File: src/rtl/alu_cmd_stage.sv
// Registered command/result stage around a combinational ALU: operand register on the
// input side, 2-entry result FIFO on the output side, sticky status OR and sequence tags.
module alu_cmd_stage #(
  parameter int Width = 16,
  parameter int SeqW  = 8
) (
  input  logic             clk,
  input  logic             rst,
  input  logic             in_valid,
  output logic             in_ready,
  input  logic [Width-1:0] in_a,
  input  logic [Width-1:0] in_b,
  input  logic [4:0]       in_f,
  input  logic             in_cin,
  output logic [Width-1:0] alu_a,
  output logic [Width-1:0] alu_b,
  output logic [4:0]       alu_f,
  output logic             alu_cin,
  input  logic [Width-1:0] alu_out,
  input  logic [5:0]       alu_status,
  output logic             out_valid,
  input  logic             out_ready,
  output logic [Width-1:0] out_data,
  output logic [5:0]       out_status,
  output logic [SeqW-1:0]  out_seq,
  output logic [5:0]       sticky_status,
  input  logic             sticky_clr
);

  logic             op_vld;
  logic [Width-1:0] op_a;
  logic [Width-1:0] op_b;
  logic [4:0]       op_f;
  logic             op_cin;
  logic [SeqW-1:0]  op_seq;
  logic [SeqW-1:0]  acc_seq;

  logic [1:0]       fifo_cnt;
  logic             rd_ptr;
  logic             wr_ptr;
  logic [Width-1:0] fifo_data   [2];
  logic [5:0]       fifo_status [2];
  logic [SeqW-1:0]  fifo_seq    [2];

  logic space;
  logic drain;
  logic accept;
  logic pop;

  // Space looks only at the registered count, so out_ready never reaches in_ready.
  assign space    = (fifo_cnt < 2'd2);
  assign drain    = op_vld && space;
  assign in_ready = !rst && (!op_vld || space);
  assign accept   = in_valid && in_ready;
  assign pop      = out_valid && out_ready;

  assign alu_a   = op_a;
  assign alu_b   = op_b;
  assign alu_f   = op_f;
  assign alu_cin = op_cin;

  assign out_valid  = (fifo_cnt != 2'd0);
  assign out_data   = fifo_data[rd_ptr];
  assign out_status = fifo_status[rd_ptr];
  assign out_seq    = fifo_seq[rd_ptr];

  always_ff @(posedge clk or posedge rst) begin
    if (rst) begin
      op_vld  <= 1'b0;
      op_a    <= '0;
      op_b    <= '0;
      op_f    <= '0;
      op_cin  <= 1'b0;
      op_seq  <= '0;
      acc_seq <= '0;
    end else begin
      if (accept) begin
        op_vld  <= 1'b1;
        op_a    <= in_a;
        op_b    <= in_b;
        op_f    <= in_f;
        op_cin  <= in_cin;
        op_seq  <= acc_seq;
        acc_seq <= acc_seq + 1'b1;
      end else if (drain) begin
        op_vld <= 1'b0;
      end
    end
  end

  always_ff @(posedge clk or posedge rst) begin
    if (rst) begin
      fifo_cnt       <= 2'd0;
      rd_ptr         <= 1'b0;
      wr_ptr         <= 1'b0;
      fifo_data[0]   <= '0;
      fifo_data[1]   <= '0;
      fifo_status[0] <= '0;
      fifo_status[1] <= '0;
      fifo_seq[0]    <= '0;
      fifo_seq[1]    <= '0;
    end else begin
      if (drain) begin
        fifo_data[wr_ptr]   <= alu_out;
        fifo_status[wr_ptr] <= alu_status;
        fifo_seq[wr_ptr]    <= op_seq;
        wr_ptr              <= ~wr_ptr;
      end
      if (pop) begin
        rd_ptr <= ~rd_ptr;
      end
      case ({drain, pop})
        2'b10:   fifo_cnt <= fifo_cnt + 2'd1;
        2'b01:   fifo_cnt <= fifo_cnt - 2'd1;
        default: fifo_cnt <= fifo_cnt;
      endcase
    end
  end

  // A clear coinciding with a drain keeps only the freshly captured status.
  always_ff @(posedge clk or posedge rst) begin
    if (rst) begin
      sticky_status <= '0;
    end else begin
      sticky_status <= (sticky_clr ? 6'd0 : sticky_status) | (drain ? alu_status : 6'd0);
    end
  end

  always @(posedge clk) begin
    if (!rst) begin
      assert (!(drain && fifo_cnt == 2'd2));
      assert (!(pop && fifo_cnt == 2'd0));
    end
  end

endmodule

File: config.mk
export PLATFORM = sky130hd
export DESIGN_NAME = alu_cmd_stage
export DESIGN_NICKNAME = d
export VERILOG_FILES = /design/src/rtl/alu_cmd_stage.sv
export SDC_FILE = /design/constraint.sdc
export NUM_CORES = 1
export LEC_CHECK = 0
export ABC_AREA = 1
export BUFFER_PORTS_ARGS = -buffer_cell sky130_fd_sc_hd__buf_2
export CAP_MARGIN = 10
export CORE_MARGIN = 1.5
export CORE_UTILIZATION = 40
export DETAILED_ROUTE_END_ITERATION = 7
export MAX_ROUTING_LAYER = met4
export PLACE_DENSITY_LB_ADDON = 0.3
export SETUP_SLACK_MARGIN = 0.2
export SYNTH_ARGS = -nofsm -noshare
export SYNTH_HDL_FRONTEND = slang
export SYNTH_SLANG_ARGS = --single-unit
File: constraint.sdc
create_clock -name clk -period 9.5 [get_ports clk]
set_input_delay 0.475 -clock clk [delete_from_list [all_inputs] [get_ports clk]]
set_output_delay 0.475 -clock clk [all_outputs]
set_load 0.05 [all_outputs]
==> results of run 1 <==
## sequential cells by signal (all words and copies together) (netlist names), 2 cells and up
register and flops:
acc_seq 8, alu_a 16, alu_b 16, alu_f 5
fifo_cnt 2, fifo_data 32, fifo_seq 16, fifo_status 12
op_seq 8, sticky_status 6
## Yosys cell counts (all sizes together)
master / instances
nand2: 299
dfrtp: 125
o21ai: 71
inv: 51
buf: 18
clkbuf: 12
nand3: 9
nor2: 6
o22ai: 6
xor2: 3
ha: 2
or2: 2
a21oi: 1
nand4: 1
o21bai: 1
xnor2: 1
## how the worst min path moves through the flow
stage                               to  cells after the start
final                         alu_b[7]                      2
after global routing          alu_b[5]                      2
after CTS                     alu_b[7]                      2
after detailed placement     alu_a[10]                      2
after global placement        alu_a[5]                      2
after floorplan           fifo_data[0]                      2
## stage by stage
step                      worst slack (ps)  std cells  total power, mW  instance area, um2  hold WS (ps)
after CTS                             6150        923             2.77                6650           187
final                                 6220        923             2.73                6650           169
after detailed placement              6550        892             2.11                6060           464
after global routing                  5900        923             2.91                6650           230
after global placement                6590        892             2.09                6060           459
after floorplan                       5260        608             1.85                5300           453
## where the power goes
part	switching (mW)	internal (mW)	total (mW)
logic	0.912	0.290	1.20
registers	0.144	0.749	0.893
clock network	0.219	0.418	0.637
## cell type report
cell class / count / share of cell area [%]
clock buffers: 25 / 7.60
repair buffers: 142 / 10.8
inverters: 51 / 2.92
well taps: 172 / 3.23
clock inverters: 6 / 1.24
flip-flops and latches: 125 / 47.0
multi-input cells: 402 / 27.2
## routing by layer
| metal | vias to the layer above | share of wire, % | GRT usage (%) |
|---|---|---|---|
| met2 | 138 | 46 | 28.6 |
| met4 | 0 | 1.7 | 7.01 |
| met1 | 1949 | 46 | 22.4 |
| met3 | 17 | 5.6 | 4.84 |
| met5 | - | 0 | - |
| li1 | 2134 | - | - |
## critical path, stage by stage, from the launching register on
cell	delay, ps
dfrtp_1	1080
inv_1	790
nand2_1	230
nand2_1	80
buf_2	210
## kinds of logic (layout without fill, tap and decap cells)
group | count (synthesis) | after routing | share of synthesized area, %
AO/OA/AOI/OAI | 79 | 79 | 9.78
XOR/XNOR | 4 | 4 | 0.661
adder cells (fa/ha/maj) | 2 | 2 | 0.472
buffers and inverters | 81 | 224 | 7.11
flip-flops | 125 | 125 | 59.0
AND/OR/NAND/NOR | 317 | 317 | 23.0
==> results_dict.tcl, run 1 <==
set metrics [dict create \
    drive_above_1_share_pct 27.7 \
    slew_headroom_pct 25.4 \
    drc 0 \
    fin_nets 806 \
    cts_setup_buffers 0 \
    reg2regPathDepth 2 \
    yosysWarnings 0 \
    grt_pass1_wl_mm 19.7 \
    wire_per_inst_um 12.1 \
    dp_hpwl_mm 7.29 \
    outcome "finished clean" \
    p_per_area_nw_per_um2 411 \
    areaGrowthSynthToFinish_pct 25.5 \
    fin_crit_ps 3280 \
    antenna_found_initial 0 \
    skew_ps 4.64 \
    crit_start "rd_ptr" \
    dieArea_um2 13900 \
    syn_area_um2 5300 \
    clock-sinks 125 \
    grt_max_degree 72 \
    globalplace.congestion 0.751 \
    r2r_start "rd_ptr" \
    crit_type "register to output pin" \
    p_leak_nw 3.69 \
    fillCellCount 1182 \
    maxCapViolations 0 \
    via_per_inst 4.59 \
    hold_path_class "input port to async pin" \
    final.period_utilization_pct 34.5 \
    drtIter0Drc 281 \
    r2r_slack_ps 7140 \
    critical_path_required_ps 9030 \
    utilization_pct 52.1 \
    layout_common_cells "nand2_1, buf_2, dfrtp_1, inv_1, o21ai_0" \
    routed_wl_mm 11.2 \
    yosys-top-cells-area "dfrtp_1, nand2_1, o21ai_2" \
    peakVddDrop_mv 0.159 \
    multi_input_area_um2 1810 \
    port_buffers 140 \
    grt_pass1_vias 4218 \
    start_util_pct 41.5 \
    cts_buffer_depth 2 \
    cts_tree "done" \
    fmax_ghz 0.305 \
    grt.overflow.total 0 \
    endpoint_kind "output pin" \
    h-tree-depth 4 \
    worstPathMaxFanout 31 \
    ys_ff_latch 125 \
    postSynthCellCount 608 \
    final_common_cell "nand2_1" \
    num_vias 4238 \
    ios 141 \
    synth_nets 675 \
    syn_area_per_cell_um2 8.72 \
    post_cts_resized 0 \
    core-area_um2 12800 \
    clockRootBuffer "clkbuf_16" \
    ys_seq_area_share_pct 59.0 \
    postRouteAntennaNets 0 \
    endpoint "out_status[1]" \
    worst_slew_pin_slew_ps 1120 \
    synth_top_area_cell "dfrtp_1" \
    cts_buffers 17 \
    cp-start-kind "register" \
    arrival_ps 2810 \
    fp.dieW_um 118 \
    reg2reg_to "rd_ptr" \
    netlist.area_leader.share_pct 59.0 \
    rsz0062_at_grt "no" \
    clkTransAtPathRegs_ps 50 \
    n_antenna_cell 0 \
    first_pass_iters 5 \
    final_max_slew_viol_count 0 \
    regArea_um2 3130 \
    setup_viol 0 \
    grt_usage_pct 18.2 \
    yosysUniqueCellTypes 23 \
    finalSetupTns_ps 0 \
    hold_viol_final 0 \
    die_h_um 118 \
    row_count 41 \
    holdBufCountCts 0 \
    clkLatencyLatePin_ps 410 \
]
Note: power is estimated with default switching activity, not from simulation.
==> inputs of run 2 (changes only) <==
Settings changed: ABC_AREA 1 to 0.
Clock period 9.5 ns to 3.4 ns, I/O delays scaled along.
==> results_dict.tcl, run 2 <==
set metrics [dict create \
    outcome "finished clean" \
    grt_max_degree 69 \
    maxCapViolations 0 \
    synth_top_area_cell "dfrtp_1" \
    arrival_ps 2480 \
    skew_ps 9.99 \
    yosys-top-cells-area "dfrtp_1, mux2_2, mux2_4" \
    worstPathCellList "nor2b_1, inv_2, nor2_4, buf_4, mux2_2" \
    ys_seq_area_share_pct 60.4 \
    syn_area_um2 5180 \
    critical_path_required_ps 3680 \
    worst_slew_pin_slew_ps 635 \
    die_h_um 117 \
    combPwrFrac_pct 46.4 \
    synth_nets 399 \
    clkTransAtPathRegs_ps 50 \
    h-tree-depth 4 \
    routed_wl_mm 11.0 \
    dp_hpwl_mm 6.55 \
    yosysWarnings 0 \
    finalSetupTns_ps 0 \
    grt.overflow.total 0 \
    clkLatencyLatePin_ps 410 \
    row_count 41 \
    endpoint_kind "register" \
    final.period_utilization_pct 64.5 \
    synth-edff-count 0 \
    via_per_inst 4.71 \
    drive_above_1_share_pct 56.9 \
    cts_buffers 17 \
    internal_power_mw 4.47 \
    regArea_um2 3130 \
    drtIter0Drc 120 \
    antenna_found_initial 0 \
    core-area_um2 12600 \
    dieArea_um2 13600 \
    sw_frac_of_total_pct 42.4 \
    final_area_um2 7210 \
    cts_setup_buffers 0 \
    ys_ff_latch 125 \
    layout_common_cells "buf_2, mux2_2, dfrtp_1, dlygate4sd3_1, clkbuf_16" \
    largest_reg_flops 32 \
    fillCellCount 1058 \
    p_per_area_nw_per_um2 1070 \
    postRouteAntennaNets 0 \
    sequentialPowerShare_pct 31.6 \
    grt_pass1_wl_mm 17.5 \
    ys_top_cells_by_count "mux2_2, dfrtp_1, mux2_4, xnor2_1, nand2_1" \
    clockRootBuffer "clkbuf_16" \
    cp_top_family "simple AND/OR/NAND/NOR gates" \
    switching_power_mw 3.28 \
    critPathBufInv 2 \
    p_clk_share_pct 22.1 \
    final_common_cell "buf_2" \
    hold_viol_final 0 \
    synthArstFlopShare_pct 100 \
    n_antenna_cell 0 \
    fin_crit_ps 2190 \
    peakVddDrop_mv 0.696 \
    cp-start-kind "register" \
    cts_tree "done" \
    grt_usage_pct 17.6 \
    rsz0062_at_grt "no" \
    crit_slowest_cell "nor2b_1" \
    largest_register "fifo_data" \
    port_buffers 140 \
    start_util_pct 41.1 \
    setup_viol 0 \
    globalplace.congestion 0.712 \
    yosysUniqueCellTypes 26 \
    place_area_um2 6030 \
    hold_path_class "input port to register" \
    p_leak_nw 3.40 \
    areaGrowthSynthToFinish_pct 39.1 \
    syn_area_per_cell_um2 15.6 \
    slew_headroom_pct 57.6 \
    fmax_ghz 0.456 \
    netlist.area_leader.share_pct 60.4 \
    fp.dieW_um 117 \
    multi_input_area_um2 1900 \
    drc 0 \
    critPathMaxStageDelay_ps 530 \
    crit_type "register to register" \
    synth_ff_type "dfrtp_1" \
    first_pass_iters 4 \
    hold_ws_ps 22.3 \
    final_max_slew_viol_count 0 \
    ios 141 \
    yosysMostFrequentCell "mux2_2" \
    num_vias 3427 \
    wire_per_inst_um 15.1 \
    cts_buffer_depth 2 \
    worstPathMaxFanout 27 \
    clock-sinks 125 \
    fin_nets 609 \
    postSynthCellCount 332 \
    grt_pass1_vias 3678 \
]
## run 2: power by group through the flow
| stage | clock (mW) | combinational [mW] | sequential [mW] |
|---|---|---|---|
| final | 1.71 | 3.59 | 2.45 |
| after global routing | 1.82 | 3.79 | 2.53 |
| after global placement | 0 | 3.51 | 2.43 |
| after CTS | 1.76 | 3.62 | 2.44 |
| after detailed placement | 0 | 3.56 | 2.46 |
| after floorplan | 0 | 2.22 | 3.06 |
## run 2: cell type report
cell class,instances,share of cell area (%)
sequential,125,43.4
inverter,8,0.469
timing repair buffer,206,19.0
multi-input combinational,184,26.4
clock inverter,8,1.25
tap,172,2.99
clock buffer,24,6.55
## run 2: repair_timing
action / CTS / global route
hold buffers: 59 / 0
resized for setup: 0 / 0
hold endpoints to repair: 91 / 0
## run 2: final timing paths
check	from	end	slack (ps)	cells after the start
max in group asynchronous	rst	fifo_status[2]	2180	4
min in group asynchronous	rst	fifo_cnt[1]	390	3
worst min register to register	acc_seq[7]	acc_seq[7]	480	1
worst max-delay path	fifo_cnt[1]	fifo_seq[8]	1210	5
worst max register to register	fifo_cnt[1]	fifo_seq[8]	1210	5
worst min-delay path	alu_out[6]	fifo_data[22]	20	2
## run 2: cell families (layout without fill, tap and decap cells)
group	after synthesis	count (layout)	share of synthesized area, %
xor gates and xnor gates	12	12	2.03
adders and majority gates	2	2	0.483
buffers and inverters	23	246	2.97
muxes	137	137	30.5
AOI/OAI and AO/OA	7	7	0.894
DFF	125	125	60.4
and+or+nand+nor	26	26	2.75
## run 2: per-layer routing
metal  GRT usage, %  wire length, um
met2           29.3             5450
met3           5.66              675
met5              -                0
met4           6.35               87
met1           20.0             4780
## run 2: stage by stage
step / util, % / setup slack [ps] / instances / power [mW]
3_5_place_dp: 47.8 / 1180 / 635 / 6.01
3_3_place_gp: 47.8 / 1240 / 635 / 5.94
5_1_grt: 57.1 / 1070 / 727 / 8.14
2_1_floorplan: - / 1680 / 332 / 5.29
4_1_cts: 57.0 / 1180 / 726 / 7.82
6_report: 57.1 / 1210 / 727 / 7.75
